===== src/rtl/mother_board_param.sv =====
`default_nettype none
// ============================================================================
// Module   : mother_board_param
// Brief    : Board-level accumulator CPU with program ROM, carry flag, latched
//            output port and a step prescaler that paces execution.
// Revision : 1.0 - initial release
// ============================================================================
module mother_board_param #(
  parameter int DW = 4,
  parameter int AW = 4,
  parameter int PRESCALE = 0,
  parameter bit USE_ROM_IMAGE = 1'b0,
  parameter logic [(2**AW)*(DW+3)-1:0] ROM_IMAGE = '0
) (
  input  logic          clk,
  input  logic          reset,
  input  logic          run,
  output logic [DW-1:0] out_port,
  output logic          led,
  output logic [AW-1:0] pc,
  output logic          halted
);

  localparam int IW = DW + 3;
  localparam int PW = (PRESCALE > 0) ? $clog2(PRESCALE + 1) : 1;

  localparam logic [2:0] c_op_nop  = 3'b000;
  localparam logic [2:0] c_op_not  = 3'b001;
  localparam logic [2:0] c_op_ld   = 3'b010;
  localparam logic [2:0] c_op_add  = 3'b011;
  localparam logic [2:0] c_op_out  = 3'b100;
  localparam logic [2:0] c_op_jmp  = 3'b101;
  localparam logic [2:0] c_op_jnc  = 3'b110;
  localparam logic [2:0] c_op_halt = 3'b111;

  localparam logic [PW-1:0] c_presc_max = PW'(PRESCALE);

  logic [PW-1:0] r_presc;
  logic [AW-1:0] r_pc;
  logic [DW-1:0] r_acc;
  logic [DW-1:0] r_out;
  logic          r_carry;
  logic          r_halted;

  logic [IW-1:0] w_instr;
  logic [2:0]    w_op;
  logic [DW-1:0] w_imm;
  logic [AW-1:0] w_target;
  logic [AW-1:0] w_pc_inc;
  logic [DW:0]   w_sum;
  logic          w_step;

  // Either a caller-supplied flat image (entry i at bits [i*IW +: IW]) or the
  // built-in count-up demo program.
  generate
    if (USE_ROM_IMAGE) begin : g_rom_image
      assign w_instr = ROM_IMAGE[int'(r_pc)*IW +: IW];
    end else begin : g_rom_default
      always_comb begin
        w_instr = '0;
        case (int'(r_pc))
          0:       w_instr = {c_op_ld,   DW'(0)};
          1:       w_instr = {c_op_add,  DW'(1)};
          2:       w_instr = {c_op_out,  DW'(0)};
          3:       w_instr = {c_op_jnc,  DW'(1)};
          4:       w_instr = {c_op_not,  DW'(0)};
          5:       w_instr = {c_op_out,  DW'(0)};
          6:       w_instr = {c_op_halt, DW'(0)};
          default: w_instr = {c_op_nop,  DW'(0)};
        endcase
      end
    end
  endgenerate

  assign w_op     = w_instr[IW-1 -: 3];
  assign w_imm    = w_instr[DW-1:0];
  assign w_target = AW'(w_imm);
  assign w_pc_inc = r_pc + AW'(1);
  assign w_sum    = {1'b0, r_acc} + {1'b0, w_imm};
  assign w_step   = run && !r_halted && (r_presc == c_presc_max);

  always_ff @(posedge clk or posedge reset) begin
    if (reset) begin
      r_presc  <= '0;
      r_pc     <= '0;
      r_acc    <= '0;
      r_out    <= '0;
      r_carry  <= 1'b0;
      r_halted <= 1'b0;
    end else begin
      if (!run) begin
        r_presc <= '0;
      end else if (!r_halted) begin
        r_presc <= (r_presc == c_presc_max) ? '0 : r_presc + PW'(1);
      end

      if (w_step) begin
        r_pc <= w_pc_inc;
        case (w_op)
          c_op_not: r_acc <= ~r_acc;
          c_op_ld: begin
            r_acc   <= w_imm;
            r_carry <= 1'b0;
          end
          c_op_add: {r_carry, r_acc} <= w_sum;
          c_op_out: r_out <= r_acc;
          c_op_jmp: r_pc <= w_target;
          c_op_jnc: if (!r_carry) r_pc <= w_target;
          c_op_halt: begin
            r_halted <= 1'b1;
            r_pc     <= r_pc;
          end
          default: ;
        endcase
      end
    end
  end

  assign out_port = r_out;
  assign led      = r_out[0];
  assign pc       = r_pc;
  assign halted   = r_halted;

endmodule
`default_nettype wire


===== config.mk =====
export PLATFORM = sky130hd
export DESIGN_NAME = mother_board_param
export DESIGN_NICKNAME = d
export VERILOG_FILES = /design/src/rtl/mother_board_param.sv
export SDC_FILE = /design/constraint.sdc
export NUM_CORES = 1
export LEC_CHECK = 0
export ABC_CLOCK_PERIOD_IN_PS = 4950
export CORE_ASPECT_RATIO = 0.8
export CORE_UTILIZATION = 25
export CTS_CLUSTER_SIZE = 40
export DETAILED_ROUTE_END_ITERATION = 12
export PLACE_DENSITY = 0.42
export SYNTH_ARGS = -nofsm -noshare
export SYNTH_HDL_FRONTEND = slang
export SYNTH_SLANG_ARGS = --single-unit

===== constraint.sdc =====
create_clock -name clk -period 4.95 [get_ports clk]
set_input_delay 0.99 -clock clk [delete_from_list [all_inputs] [get_ports clk]]
set_output_delay 0.99 -clock clk [all_outputs]
set_load 0.03 [all_outputs]

* After elaboration in Yosys (flattened, before gate mapping)
Cells that the tools add are included.
W data, S select, Z words.
** Word-level totals
- Flip-flop bits (word level) :: 15
- Word-level logic and storage cells :: 46
** Cells by class
- Add/sub/neg operators :: 3
- Eq/ne operators :: 14
- Reductions and logical operators :: 12
- Bitwise gates (word level) :: 3
- Multiplexer cells :: 8
** Operators with widths (count)
- $pmux W7 S6 :: 1
- $pmux W4 S3 :: 2
- $eq A3 B3 Y1 const B :: 4
- $eq A4 B3 Y1 const B :: 3
- $reduce_and A2 Y1 :: 5
- $eq A4 B2 Y1 const B :: 2
- $eq A3 B2 Y1 const B :: 2
- $add A4 B4 Y5 :: 1
- $add A4 B1 Y4 const B :: 1
- $eq A4 B1 Y1 const B :: 1
- $logic_not A4 Y1 :: 1
- $mux W4 :: 1
- $not A4 Y4 :: 1
- $eq A3 B1 Y1 const B :: 1
- $mux W1 :: 3
- $reduce_bool A3 Y1 :: 1
- $logic_and A1 B1 Y1 :: 2
- $ne A2 B2 Y1 const B :: 1
- $not A1 Y1 :: 2
- $pmux W1 S2 :: 1
- $reduce_bool A2 Y1 :: 1
- $reduce_or A2 Y1 :: 1
- $add A1 B1 Y1 const B :: 1
- $logic_not A1 Y1 :: 1

* Depth between registers and ports, before layout
- Word-level depth :: 6
- Gate-level depth with buffers :: 9
- Gate-level depth less buffers :: 9

* Worst setup path after synthesis
No wires, ideal clock.
- Kind :: flip-flop to flip-flop
- From :: reg r_pc[0], in the netlist pc[0]
- To :: reg r_out[1], in the netlist out_port[1]
- Setup time :: 127 ps
- Stages on the path, launching flop included :: 8
- Clock period less this slack :: 2129 ps
- Slack :: 2821 ps
- Data required time :: 4823 ps
- Arrival :: 2001 ps
- Cells stage by stage :: dfrtp_1 > ha_1 > nand2_1 > a31o_2 > nor2_1 > and3_1 > buf_2 > mux2_1
** Between the ends
- Longest elaborated chain between the ends :: 5
- Elaborated cells on any way between the ends :: 11
- Classes of those cells :: eq/ne: 7; mux: 1; reduce/logical: 3
** Ends and longest elaborated chain
- start, declared :: RTL line 39 : logic [AW-1:0] r_pc;
- start signal, assigned :: RTL line 98 : r_pc <= w_pc_inc;
- start signal, assigned :: RTL line 107 : c_op_jmp: r_pc <= w_target;
- start signal, assigned :: RTL line 108 : c_op_jnc: if (!r_carry) r_pc <= w_target;
- $eq A4 B3 Y1 or $eq A4 B2 Y1 (tied branches) :: RTL line 61 : case (int'(r_pc))
- $reduce_or A2 Y1 (no source line)
- $pmux W7 S6 * :: RTL line 61
- $eq A3 B3 Y1 * :: RTL line 99 : case (w_op)
- $reduce_and A2 Y1 (no source line) *
- end signal, assigned :: RTL line 106 : c_op_out: r_out <= r_acc;
- end, declared :: RTL line 41 : logic [DW-1:0] r_out;
Mark *: on every way between the ends. The rest lies on a longest branch, timed or not.
A chain may end at the register's enable or synchronous reset.

* Worst setup path after layout
- From :: reg r_pc[2], in the netlist pc[2]
- To :: out pc[2]
** RTL lines
- end, declared :: RTL line 20 : output logic [AW-1:0] pc,
No word-level cell between the ends.

==> impl.org <==
** Setup path
- Number of buffer and inverter stages on the critical path :: 1
- Critical-path maximum fanout :: 12
- Reg-to-reg critical path endpoint :: out_port[1]$_DFFE_PP0P_
- STA classifies the critical path endpoint as an output pin.
- Cell class contributing the biggest share of worst-path delay :: buffers and inverters
- Number of cells on the worst reg-to-reg path :: 7
- The slowest stage of the critical path is the sky130_fd_sc_hd__clkdlybuf4s50_1 cell.
- In this design, the stage delay of the slowest critical-path cell is 0.77 ns.
- Crit path from :: pc[2]$_DFFE_PP0P_
- The startpoint identified for the worst register-to-register timing path is pc[1]$_DFFE_PP0P_.
- Sort of element at the start of the critical path :: flip-flop
- Crit path required time :: ~4 ns
- Walking the worst path, the cells encountered are clkdlybuf4s50_1.
- The critical path is of the reg -> out type.
- STA puts the critical path data arrival time at between 1.5 and 2 ns.
- Register-to-register setup slack :: between 2 and 3 ns

** Worst hold path
- Hold-critical path depth :: 1
- Endpoint with the worst hold slack :: out_port[2]$_DFFE_PP0P_
- In this run the most critical hold path is launched from out_port[2]$_DFFE_PP0P_.
- The worst hold path belongs to the class reg -> reg.

** Clock tree
- The number of hold buffers added after CTS was 0.
- Clock-pin transition on the worst setup and hold timing paths :: ~0.060 ns
- Clock latency on the worst-skew pair :: 0.24 ns
- Number of H-tree levels :: 1
- CTS max path bufs :: 2
- CTS tree :: built
- Once the clock tree was built, the setup fixing pass inserted 0 buffers.
- Total CTS buffers :: 3
- The number of gates resized after CTS was 0.
- Clk root buf :: sky130_fd_sc_hd__clkbuf_8
- Clk sink count :: 14

** Power
- Leakage component of the power :: a little under 0.5 nW
- Power density over cell area :: around 730 mW/mm^2
- Total power :: between 0.8 and 0.9 mW
- Worst vdd rail ir drop :: approximately 270 uV

** GRT
- The first global-routing pass estimated about 3700 um of wire.
- Overall routing resource usage :: 11.7%
- After global routing the overflow that remains totals 0.
- Pin count of the biggest net entering global routing :: 15
- The initial antenna violation count was 0.
- Vias in the first global route :: 763

** Synthesis
- Commonest register cell after synthesis :: sky130_fd_sc_hd__dfrtp_1
- Post-synthesis instance total :: 96
- Leading area contributor after synthesis :: sky130_fd_sc_hd__dfrtp_1
- Cell variety after synth :: 37
- Commonest cells post-synth :: sky130_fd_sc_hd__dfrtp_1 (14), sky130_fd_sc_hd__nor2_1 (7), sky130_fd_sc_hd__ha_1 (6)
- Post-synthesis sequential area ratio :: 36.5%
- Averaged over all synthesized cells, the footprint is ~10 sq um.
- When the netlist entered floorplanning its net count stood at about 110.
- For this run, asynchronously set or reset flops after synthesis account for 100%.
- Number of warnings issued by yosys :: 0
- Yosys mapped a number of flops with a built-in enable equal to 0.
- Register bit count reported by yosys :: 14
- In the post-synthesis netlist, the cell with the most instances is sky130_fd_sc_hd__dfrtp_1.
- Netlist Area Pre-Place :: 961 sq um
- Yosys top cell area share :: 36.5%
- Cell types occupying the most area after synthesis :: sky130_fd_sc_hd__dfrtp_1 (36%), sky130_fd_sc_hd__ha_1 (7.8%), sky130_fd_sc_hd__mux2_1 (4.7%)

** STA
- For the final routed database, the setup TNS stands at 0 ns.
- Slew of the pin with the lowest slew margin :: 0.582 ns
- Final hold violation count :: 0
- Setup repair after global routing left no endpoint under its margin.
- Number of failing setup endpoints in the final timing report :: 0
- Clk_skew :: roughly 0.004 ns
- Final critical path time including I/O delays and setup :: 2.64 ns
- Highest achievable clock rate :: approximately 380 MHz
- Slew Limit Headroom :: around 61%
- In the finished design, the share of the clock period the worst path needs comes to a little over half.
- Final Max Tran Viols :: 0

** Finish
- Net total in the final layout :: roughly 120
- Area of combinational cells with multiple inputs :: approximately 550 sq um
- At the end of the flow the core is filled with cells to between 30% and 40%.
- Number of filler cells placed in the layout :: ~350
- Storage element area :: between 300 and 400 sq um
- From synthesis to final layout, the design area changed by 19.3%.
- In the final layout, the share of cells above drive strength 1 is 10.3%.
- Number of inserted diodes :: 0

** Routing
- Vias per Instance :: 5.19
- In the final routed layout, each cell accounts on average for around 14 um.
- For this block, the via count after detailed routing is about 770.
- First DRT Iteration DRCs :: 13
- Drt pass-1 iters :: 4
- After detailed routing, the total wire length is around 2100 um.
- Number of routed nets with antenna violations :: 0
- After detailed routing, the number of remaining DRC violations is 0.

** Floorplanning
- Starting density of the core :: a little over a quarter
- Area of the core :: around 0.0035 sq mm
- Row generation in the floorplan step produced 19 rows.
- Number of top-level design ports :: 13
- The die is between 70 and 80 um wide.
- Die Y-Extent :: 57.5 um
- The die covers slightly above 0.004 sq mm.

** Place
- Final Wtd Congestion :: 0.776
- Buffers placed on the I/O ports in this run total 12.
- Placed wire-length estimate after detailed placement :: around 1500 um

** Flow run
- The tool flagged a number of max-cap violations equal to 0.

** Run status
- The run finished with clean final reports.
-- area by class of cell --
cell class                 count  area share (%)
clock buffer                   4            4.80
multi-input combinational     72            47.9
tap                           42            4.59
sequential                    14            30.6
timing repair buffer          12            10.5
inverter                       5            1.64
-- worst register-to-register path, cell delays in order (launching register included) --
cell and delay [ns]:
sky130_fd_sc_hd__dfrtp_1 0.44, sky130_fd_sc_hd__inv_1 0.10, sky130_fd_sc_hd__ha_1 0.30, sky130_fd_sc_hd__nand2_1 0.15, sky130_fd_sc_hd__a31o_2 0.32, sky130_fd_sc_hd__nor2_1 0.16
sky130_fd_sc_hd__and3_1 0.30, sky130_fd_sc_hd__mux2_1 0.35
-- report_power, final --
part	internal (mW)	switching, mW
combinational	0.208	0.276
clock	0.0704	0.0435
sequential	0.164	0.0751
-- stage by stage --
stage	setup WS (ns)	cells	cell area [sq um]	hold slack (ns)
after global routing	2.22	149	1150	0.495
after global placement	2.21	145	1090	0.466
after detailed placement	2.20	145	1090	0.474
after CTS	2.30	149	1150	0.488
final	2.31	149	1150	0.483
after floorplan	2.82	96	961	0.499
-- how the worst max path moves through the flow --
stage                                   end  slack, ns  cells past startpoint
global placement       r_acc[3]$_DFFE_PP0P_       2.21                      5
detailed placement     r_acc[3]$_DFFE_PP0P_       2.20                      5
CTS                                   pc[2]       2.30                      1
floorplan           out_port[1]$_DFFE_PP0P_       2.82                      7
global route                          pc[2]       2.22                      1
finish                                pc[2]       2.31                      1
-- cells in the final DEF, fill, tap and decap left out --
master,count
sky130_fd_sc_hd__a2111oi_0,1
sky130_fd_sc_hd__a211oi_2,1
sky130_fd_sc_hd__a21o_1,5
sky130_fd_sc_hd__a21o_2,1
sky130_fd_sc_hd__a21oi_1,4
sky130_fd_sc_hd__a22o_1,2
sky130_fd_sc_hd__a31o_2,1
sky130_fd_sc_hd__a31oi_1,1
sky130_fd_sc_hd__a32o_1,1
sky130_fd_sc_hd__a41oi_1,1
sky130_fd_sc_hd__and3_1,1
sky130_fd_sc_hd__and3b_1,1
sky130_fd_sc_hd__clkbuf_8,4
sky130_fd_sc_hd__clkdlybuf4s50_1,12
sky130_fd_sc_hd__dfrtp_1,14
sky130_fd_sc_hd__ha_1,6
sky130_fd_sc_hd__inv_1,5
sky130_fd_sc_hd__mux2_1,4
sky130_fd_sc_hd__nand2_1,4
sky130_fd_sc_hd__nand2b_1,4
sky130_fd_sc_hd__nand3_1,5
sky130_fd_sc_hd__nor2_1,7
sky130_fd_sc_hd__nor2b_1,1
sky130_fd_sc_hd__nor2b_4,1
sky130_fd_sc_hd__nor3_1,3
sky130_fd_sc_hd__nor4_1,1
sky130_fd_sc_hd__nor4_4,1
sky130_fd_sc_hd__o2111ai_1,1
sky130_fd_sc_hd__o21ai_0,3
sky130_fd_sc_hd__o21ai_1,1
sky130_fd_sc_hd__o21bai_1,1
sky130_fd_sc_hd__o21bai_4,1
sky130_fd_sc_hd__o31ai_1,2
sky130_fd_sc_hd__o41ai_1,2
sky130_fd_sc_hd__or3_4,1
sky130_fd_sc_hd__or4_1,3
-- metal layers --
| metal | wire, um | vias to the layer above | global-route usage (%) |
|---|---|---|---|
| met1 | 1130 | 371 | 17.4 |
| met5 | 0 | - | 0 |
| met4 | 15 | 0 | 4.29 |
| li1 | - | 386 | - |
| met2 | 879 | 14 | 16.7 |
| met3 | 60 | 2 | 2.30 |
-- state kept, by name, indices dropped and copies added (netlist names) --
name,cells
out_port,4
r_carry,1
pc,4
halted,1
r_acc,4
-- cell families after synthesis --
logic type	count (synthesis)	share of synthesized area, %
and+or+nand+nor	33	21.1
AOI/OAI and AO/OA	29	23.6
DFF	14	36.5
buffers and inverters	10	6.38
adders and majority gates	6	7.81
muxes	4	4.69
Note: power is estimated with default switching activity, not from simulation.
